### src/rtl/popcnt_sched_pkg.sv
// Shared types, limits and the rotating priority encoder used by popcnt_rr_scheduler.
package popcnt_sched_pkg;

  localparam int NUM_REQ_DFLT = 4;
  localparam int MAX_REQ      = 16;
  localparam int STAT_W       = 16;

  typedef logic [$clog2(NUM_REQ_DFLT)-1:0] req_id_t;
  typedef logic [$clog2(MAX_REQ)-1:0]      rr_idx_t;

  typedef struct packed {
    logic    hit;
    rr_idx_t idx;
  } rr_pick_t;

  // First set bit of val[n-1:0] at or after ptr, wrapping n-1 -> 0.
  function automatic rr_pick_t rr_pick(input logic [MAX_REQ-1:0] val,
                                       input rr_idx_t            ptr,
                                       input int unsigned        n);
    rr_pick_t    res;
    int unsigned idx;
    res = '0;
    for (int unsigned i = 0; i < MAX_REQ; i++) begin
      idx = 32'(ptr) + i;
      if (idx >= n) idx = idx - n;
      if (i < n && !res.hit && val[rr_idx_t'(idx)]) begin
        res.hit = 1'b1;
        res.idx = rr_idx_t'(idx);
      end
    end
    return res;
  endfunction

endpackage

### src/rtl/popcnt_tag_fifo.sv
// In-order FIFO of requester tags; pointers carry an extra wrap bit to tell full from empty.
module popcnt_tag_fifo
  import popcnt_sched_pkg::*;
#(
  parameter int DEPTH = 8,
  parameter int ID_W  = $bits(req_id_t)
) (
  input  logic            clk_i,
  input  logic            srst_i,
  input  logic            push_i,
  input  logic [ID_W-1:0] push_id_i,
  input  logic            pop_i,
  output logic            full_o,
  output logic            empty_o,
  output logic [ID_W-1:0] head_o
);

  localparam int AW = $clog2(DEPTH);

  logic [ID_W-1:0] mem_q [DEPTH];
  logic [AW:0]     wr_ptr_q, wr_ptr_d;
  logic [AW:0]     rd_ptr_q, rd_ptr_d;
  logic            push_ok, pop_ok;

  assign empty_o = (wr_ptr_q == rd_ptr_q);
  assign full_o  = (wr_ptr_q[AW] != rd_ptr_q[AW]) &&
                   (wr_ptr_q[AW-1:0] == rd_ptr_q[AW-1:0]);
  assign head_o  = mem_q[rd_ptr_q[AW-1:0]];
  assign push_ok = push_i & ~full_o;
  assign pop_ok  = pop_i & ~empty_o;

  always_comb begin
    wr_ptr_d = wr_ptr_q;
    rd_ptr_d = rd_ptr_q;
    if (push_ok) wr_ptr_d = wr_ptr_q + 1'b1;
    if (pop_ok)  rd_ptr_d = rd_ptr_q + 1'b1;
  end

  always_ff @(posedge clk_i) begin
    if (srst_i) begin
      wr_ptr_q <= '0;
      rd_ptr_q <= '0;
    end else begin
      wr_ptr_q <= wr_ptr_d;
      rd_ptr_q <= rd_ptr_d;
    end
  end

  // NOTE: storage is not reset; entries are only read after a push, so the pointers alone define validity.
  always_ff @(posedge clk_i) begin
    if (push_ok) mem_q[wr_ptr_q[AW-1:0]] <= push_id_i;
  end

endmodule

### src/rtl/popcnt_rr_scheduler.sv
// Round-robin front end sharing one population counter among NUM_REQ requesters.
// Optional per-requester grant counters are built when POPCNT_SCHED_STATS_EN is defined.
module popcnt_rr_scheduler
  import popcnt_sched_pkg::*;
#(
  parameter int NUM_REQ   = 4,
  parameter int WIDTH     = 16,
  parameter int TAG_DEPTH = 8
) (
  input  logic                               clk_i,
  input  logic                               srst_i,
  input  logic [NUM_REQ-1:0][WIDTH-1:0]      req_data_i,
  input  logic [NUM_REQ-1:0]                 req_val_i,
  output logic [NUM_REQ-1:0]                 req_ready_o,
  output logic [WIDTH-1:0]                   cnt_data_o,
  output logic                               cnt_val_o,
  input  logic [$clog2(WIDTH):0]             cnt_data_i,
  input  logic                               cnt_val_i,
  output logic [$clog2(WIDTH):0]             rsp_data_o,
  output logic [$clog2(NUM_REQ)-1:0]         rsp_id_o,
  output logic                               rsp_val_o,
  output logic                               err_o
`ifdef POPCNT_SCHED_STATS_EN
  ,
  output logic [NUM_REQ-1:0][STAT_W-1:0]     grant_cnt_o
`endif
);

  localparam int ID_W = $clog2(NUM_REQ);
  localparam int CW   = $clog2(WIDTH) + 1;

  logic [ID_W-1:0]  rr_ptr_q, rr_ptr_d;
  rr_pick_t         pick;
  logic [ID_W-1:0]  grant_id;
  logic             xfer, pop;
  logic             fifo_full, fifo_empty;
  logic [ID_W-1:0]  head_id;

  logic             cnt_val_q, cnt_val_d;
  logic [WIDTH-1:0] cnt_data_q, cnt_data_d;
  logic             rsp_val_q, rsp_val_d;
  logic [CW-1:0]    rsp_data_q, rsp_data_d;
  logic [ID_W-1:0]  rsp_id_q, rsp_id_d;
  logic             err_q, err_d;

  // A full tag FIFO blocks grants even when a pop is under way this cycle.
  always_comb begin
    pick        = rr_pick(MAX_REQ'(req_val_i), rr_idx_t'(rr_ptr_q), NUM_REQ);
    grant_id    = ID_W'(pick.idx);
    req_ready_o = '0;
    if (pick.hit && !fifo_full && !srst_i) req_ready_o[grant_id] = 1'b1;
    xfer        = |(req_ready_o & req_val_i);
    rr_ptr_d    = rr_ptr_q;
    if (xfer) rr_ptr_d = (grant_id == ID_W'(NUM_REQ - 1)) ? '0 : grant_id + 1'b1;
  end

  assign pop = cnt_val_i & ~fifo_empty;

  popcnt_tag_fifo #(
    .DEPTH (TAG_DEPTH),
    .ID_W  (ID_W)
  ) u_tag_fifo (
    .clk_i     (clk_i),
    .srst_i    (srst_i),
    .push_i    (xfer),
    .push_id_i (grant_id),
    .pop_i     (pop),
    .full_o    (fifo_full),
    .empty_o   (fifo_empty),
    .head_o    (head_id)
  );

  // NOTE: every combinational output gets a default first, so no path leaves it unassigned and no latch is inferred.
  always_comb begin
    cnt_val_d  = xfer;
    cnt_data_d = cnt_data_q;
    rsp_val_d  = pop;
    rsp_data_d = rsp_data_q;
    rsp_id_d   = rsp_id_q;
    err_d      = cnt_val_i & fifo_empty;
    if (xfer) cnt_data_d = req_data_i[grant_id];
    if (pop) begin
      rsp_data_d = cnt_data_i;
      rsp_id_d   = head_id;
    end
  end

  // NOTE: state updates use non-blocking assignments so all registers sample pre-edge values together.
  always_ff @(posedge clk_i) begin
    if (srst_i) begin
      rr_ptr_q   <= '0;
      cnt_val_q  <= 1'b0;
      cnt_data_q <= '0;
      rsp_val_q  <= 1'b0;
      rsp_data_q <= '0;
      rsp_id_q   <= '0;
      err_q      <= 1'b0;
    end else begin
      rr_ptr_q   <= rr_ptr_d;
      cnt_val_q  <= cnt_val_d;
      cnt_data_q <= cnt_data_d;
      rsp_val_q  <= rsp_val_d;
      rsp_data_q <= rsp_data_d;
      rsp_id_q   <= rsp_id_d;
      err_q      <= err_d;
    end
  end

  assign cnt_val_o  = cnt_val_q;
  assign cnt_data_o = cnt_data_q;
  assign rsp_val_o  = rsp_val_q;
  assign rsp_data_o = rsp_data_q;
  assign rsp_id_o   = rsp_id_q;
  assign err_o      = err_q;

`ifdef POPCNT_SCHED_STATS_EN
  logic [NUM_REQ-1:0][STAT_W-1:0] grant_cnt_q, grant_cnt_d;

  // Saturating per-requester count of accepted words.
  always_comb begin
    grant_cnt_d = grant_cnt_q;
    for (int i = 0; i < NUM_REQ; i++) begin
      if (req_ready_o[i] && req_val_i[i] && grant_cnt_q[i] != '1)
        grant_cnt_d[i] = grant_cnt_q[i] + 1'b1;
    end
  end

  always_ff @(posedge clk_i) begin
    if (srst_i) grant_cnt_q <= '0;
    else        grant_cnt_q <= grant_cnt_d;
  end

  assign grant_cnt_o = grant_cnt_q;
`endif

endmodule

### config.mk
export PLATFORM = sky130hd
export DESIGN_NAME = popcnt_rr_scheduler
export DESIGN_NICKNAME = d
export VERILOG_FILES = /design/src/rtl/popcnt_sched_pkg.sv /design/src/rtl/popcnt_tag_fifo.sv /design/src/rtl/popcnt_rr_scheduler.sv
export SDC_FILE = /design/constraint.sdc
export NUM_CORES = 1
export LEC_CHECK = 0
export CAP_MARGIN = 20
export CORE_ASPECT_RATIO = 0.9
export CORE_UTILIZATION = 41
export DETAILED_ROUTE_END_ITERATION = 6
export HOLD_SLACK_MARGIN = 0.03
export PLACE_DENSITY = 0.77
export SYNTH_ARGS = -nofsm -noshare
export SYNTH_HDL_FRONTEND = slang
export SYNTH_SLANG_ARGS = --single-unit
export TNS_END_PERCENT = 30
### constraint.sdc
create_clock -name clk_i -period 3 [get_ports clk_i]
set_input_delay 0.45 -clock clk_i [delete_from_list [all_inputs] [get_ports clk_i]]
set_output_delay 0.45 -clock clk_i [all_outputs]
set_load 0.05 [all_outputs]
==> summary.md <==
| Metric | Value |
|---|---|
| TritonCTS clock tree | built |
| GRT Residual Overflow | 0 |
| Core area | 0.007039 mm^2 |
| Count of standard-cell rows | 29 |
| Number of DRC markers in iteration 0 | 118 |
| Total of warnings raised by yosys | 0 |
| CP Launch Type | register |
| Portion of synthesized cell area occupied by the leading cell type | 0.2431 |
| Maximum clock frequency | 0.3364 GHz |
| Actual slew at the worst max-slew pin | 0.5246 ns |
| Maximum ir drop on the vdd rail | 0.5496 mV |
| Min-Delay Path Class | register to register |
| Clock slew seen by the registers of the worst setup and hold paths | 0.10 ns |
| First-pass GRT wire length | 11300 um |
| Result of the run | finished clean |
| Placer's final routability congestion estimate | 0.8435 |
| Cells after synthesis | 261 |
| Final count of negative-setup-slack endpoints | 0 |
| Final critical-path share of the clock period | 0.9910 |
| RR Startpoint | rr_ptr_q[0] |
| Pin count of the biggest net entering global routing | 21 |
| CTS HTree Levels | 2 |
| Initial core utilization | 0.4211 |
| R2R depth | 11 |
| Via count | 2534 |
| Synth top area cells | sky130_fd_sc_hd__dfxtp_1 (24%), sky130_fd_sc_hd__edfxtp_1 (16%), sky130_fd_sc_hd__mux2i_1 (13%) |
| Worst slew slack as a fraction of its limit | 0.6492 |
| Pwr Density | 1068 mW/mm^2 |
| Average cell area after synthesis | 11.36 um^2 |
| Final core utilization | 0.6454 |
| Number of buffers on the longest clock path | 2 |
| First-pass iteration count of the detailed router | 4 |
| Max Clock Skew | 0.009814 ns |
| Number of pins with negative max-slew slack in the final report | 0 |
| Category of the worst setup path capture point | output port |
| Termination of the worst setup path | req_ready_o[2] |
| Yosys cell types | 53 |
| Post-Syn Nets | 344 |
| Width of the die | 91.63 um |
| Clock period minus final worst setup slack | 2.973 ns |
| Diodes inserted | 0 |
| Post-detailed-route wirelength per cell | 14.57 um |
| Critical path peak fanout | 4 |
| Die outline height | 82.67 um |
| Proportion of synthesized chip area in sequential cells | 0.4052 |
| Critical register-to-register path endpoint | u_tag_fifo.mem_q[2][1] |
| Number of synthesized flops with an enable pin | 16 |
| Most area-hungry cell type in the Yosys netlist | sky130_fd_sc_hd__dfxtp_1 |
| WHS Path Cells | 1 |
| Fraction of final layout cells sized beyond drive strength 1 | 0.2437 |
| Top cell types by occurrence after synthesis | sky130_fd_sc_hd__mux2i_1 (38), sky130_fd_sc_hd__dfxtp_1 (36), sky130_fd_sc_hd__nand2_1 (25) |
| DIE AREA | 0.007574 mm^2 |
| Ys flop type | sky130_fd_sc_hd__dfxtp_1 |
| Setup slack on the worst flop-to-flop path | 0.10 ns |
| Combined area of all synthesized cells | 0.002964 mm^2 |
| Total power | 4.852 mW |
| All-Layer GR Usage | 0.1910 |
| Number of synthesized register bits | 52 |
| Data arrival time of the critical path | 2.52 ns |
| Setup Crit Path Kind | register to output port |
| DRC viols | 0 |
| Half-perimeter wire length after placement | 5466 um |
| Leakage | 1.814 nW |
| Endpoint required time on the critical path | 2.55 ns |
| Layout Area Growth over Synthesis | 53.27% |
| Clk sink count | 52 |
| Vias per cell | 5.203 |
| Number of antenna violations at the first check in global routing | 0 |
| First element of the critical path | rr_ptr_q[0] |
| Share of synthesized flip-flops with an asynchronous set or reset | 0 |
| Clock latency at the later pin of the worst-skew pair | 0.31 ns |
| Final Hold Violating Endpoints | 0 |
| Via count of the first global-routing pass | 2528 |
| Nets@finish | 476 |
| Setup repair after global routing missed its margin | true |
| Post-Route WL | 7095 um |
| Most frequent cell after synthesis | sky130_fd_sc_hd__mux2i_1 |
| Quantity of I/O buffers inserted on ports | 105 |
| Max Cap Violations | 0 |
| Number of I/O pins | 106 |
| Clock buffers created by TritonCTS | 5 |
| Cell at the root of the clock tree | sky130_fd_sc_hd__clkbuf_8 |
| Antenna-violating nets left | 0 |
==> power by group <==
group	leakage (nW)	internal [mW]	switching [mW]	total (mW)
clock	0.0491	0.172	0.250	0.422
sequential	0.444	0.985	0.131	1.12
combinational	1.32	1.58	1.73	3.31
total	1.81	2.74	2.11	4.85
==> cells by family (layout without fill, tap and decap cells) <==
family | Yosys count | in the layout | synth area share
buffers and inverters | 27 | 160 | 0.06163
xor gates and xnor gates | 8 | 8 | 0.02364
AOI/OAI and AO/OA | 60 | 60 | 0.1900
adders and majority gates | 7 | 7 | 0.02955
muxes | 47 | 47 | 0.1904
and+or+nand+nor | 60 | 60 | 0.09963
DFF | 52 | 52 | 0.4052
==> metal layers <==
| layer | wire [um] | global-route usage | up-vias |
|---|---|---|---|
| met4 | 97 | 0.05873 | 0 |
| li1 | - | - | 1234 |
| met3 | 625 | 0.06593 | 13 |
| met5 | 0 | 0 | - |
| met1 | 2805 | 0.2140 | 1175 |
| met2 | 3566 | 0.3466 | 112 |
==> repair_timing <==
action | CTS | global route
setup endpoints to repair | 4 | 30
hold buffers | 0 | 0
resized for setup | 9 | 15
endpoints found under the hold margin | 0 | 0
buffers inserted | 3 | 7
pin swaps | 1 | 12
==> cell type report <==
| class | instances | area (um^2) |
|---|---|---|
| flip-flops and latches | 52 | 1205 |
| multi-input cells | 182 | 1663 |
| fillers | 562 | 2496 |
| clock inverters | 3 | 26.28 |
| well taps | 93 | 116.4 |
| repair buffers | 146 | 1433 |
| clock buffers | 5 | 68.82 |
| inverters | 6 | 31.28 |
==> metrics by stage <==
step	hold WS (ns)	setup TNS, ns	worst slack [ns]	instance area (um^2)	instances
6_report	0.4601	0	0.02693	4543	487
5_1_grt	0.4829	-0.1802	-0.04480	4543	487
4_1_cts	0.4614	0	0.005451	4422	480
3_5_place_dp	0.4382	-9.375	-0.3190	4289	469
3_3_place_gp	0.4325	-6.813	-0.2537	4289	469
2_1_floorplan	0.4550	0	0.01267	3009	261
==> worst max-delay path, cell delays in order (launching register included) <==
cell and delay [ns]:
sky130_fd_sc_hd__dfxtp_4 0.40, sky130_fd_sc_hd__clkinvlp_4 0.11, sky130_fd_sc_hd__ha_4 0.30, sky130_fd_sc_hd__mux4_2 0.20, sky130_fd_sc_hd__nand2_2 0.06, sky130_fd_sc_hd__buf_4 0.13
sky130_fd_sc_hd__a221o_1 0.41, sky130_fd_sc_hd__or2_4 0.32, sky130_fd_sc_hd__nor2b_4 0.12, sky130_fd_sc_hd__buf_8 0.15
==> layout by cell type (no fill, tap or decap), drive strengths merged, types with 5 or more instances in the layout <==
cell type	n
nor2	11
inv	7
edfxtp	16
nor3	5
o21ai	6
mux2i	38
dfxtp	36
ha	7
a21oi	8
buf	45
o32ai	16
clkbuf	5
clkdlybuf4s50	97
a21o	16
mux4	7
nand2	25
xor2	6
==> worst min-delay path by stage <==
stage	from	endpoint	slack, ns
5_1_grt	cnt_data_o[1]	cnt_data_o[1]	0.48
6_report	cnt_data_o[12]	cnt_data_o[12]	0.46
2_1_floorplan	u_tag_fifo.wr_ptr_q[3]	u_tag_fifo.wr_ptr_q[3]	0.46
3_3_place_gp	cnt_data_o[4]	cnt_data_o[4]	0.43
3_5_place_dp	cnt_data_o[12]	cnt_data_o[12]	0.44
4_1_cts	cnt_data_o[12]	cnt_data_o[12]	0.46
==> flip-flops by register name, summed over array words and instances (netlist names) <==
name                 count
rr_ptr_q                 2
err_o                    1
rsp_id_o                 2
rsp_val_o                1
u_tag_fifo.wr_ptr_q      4
cnt_data_o              16
u_tag_fifo.mem_q        16
u_tag_fifo.rd_ptr_q      4
cnt_val_o                1
rsp_data_o               5
(Power assumes the default switching activity.)
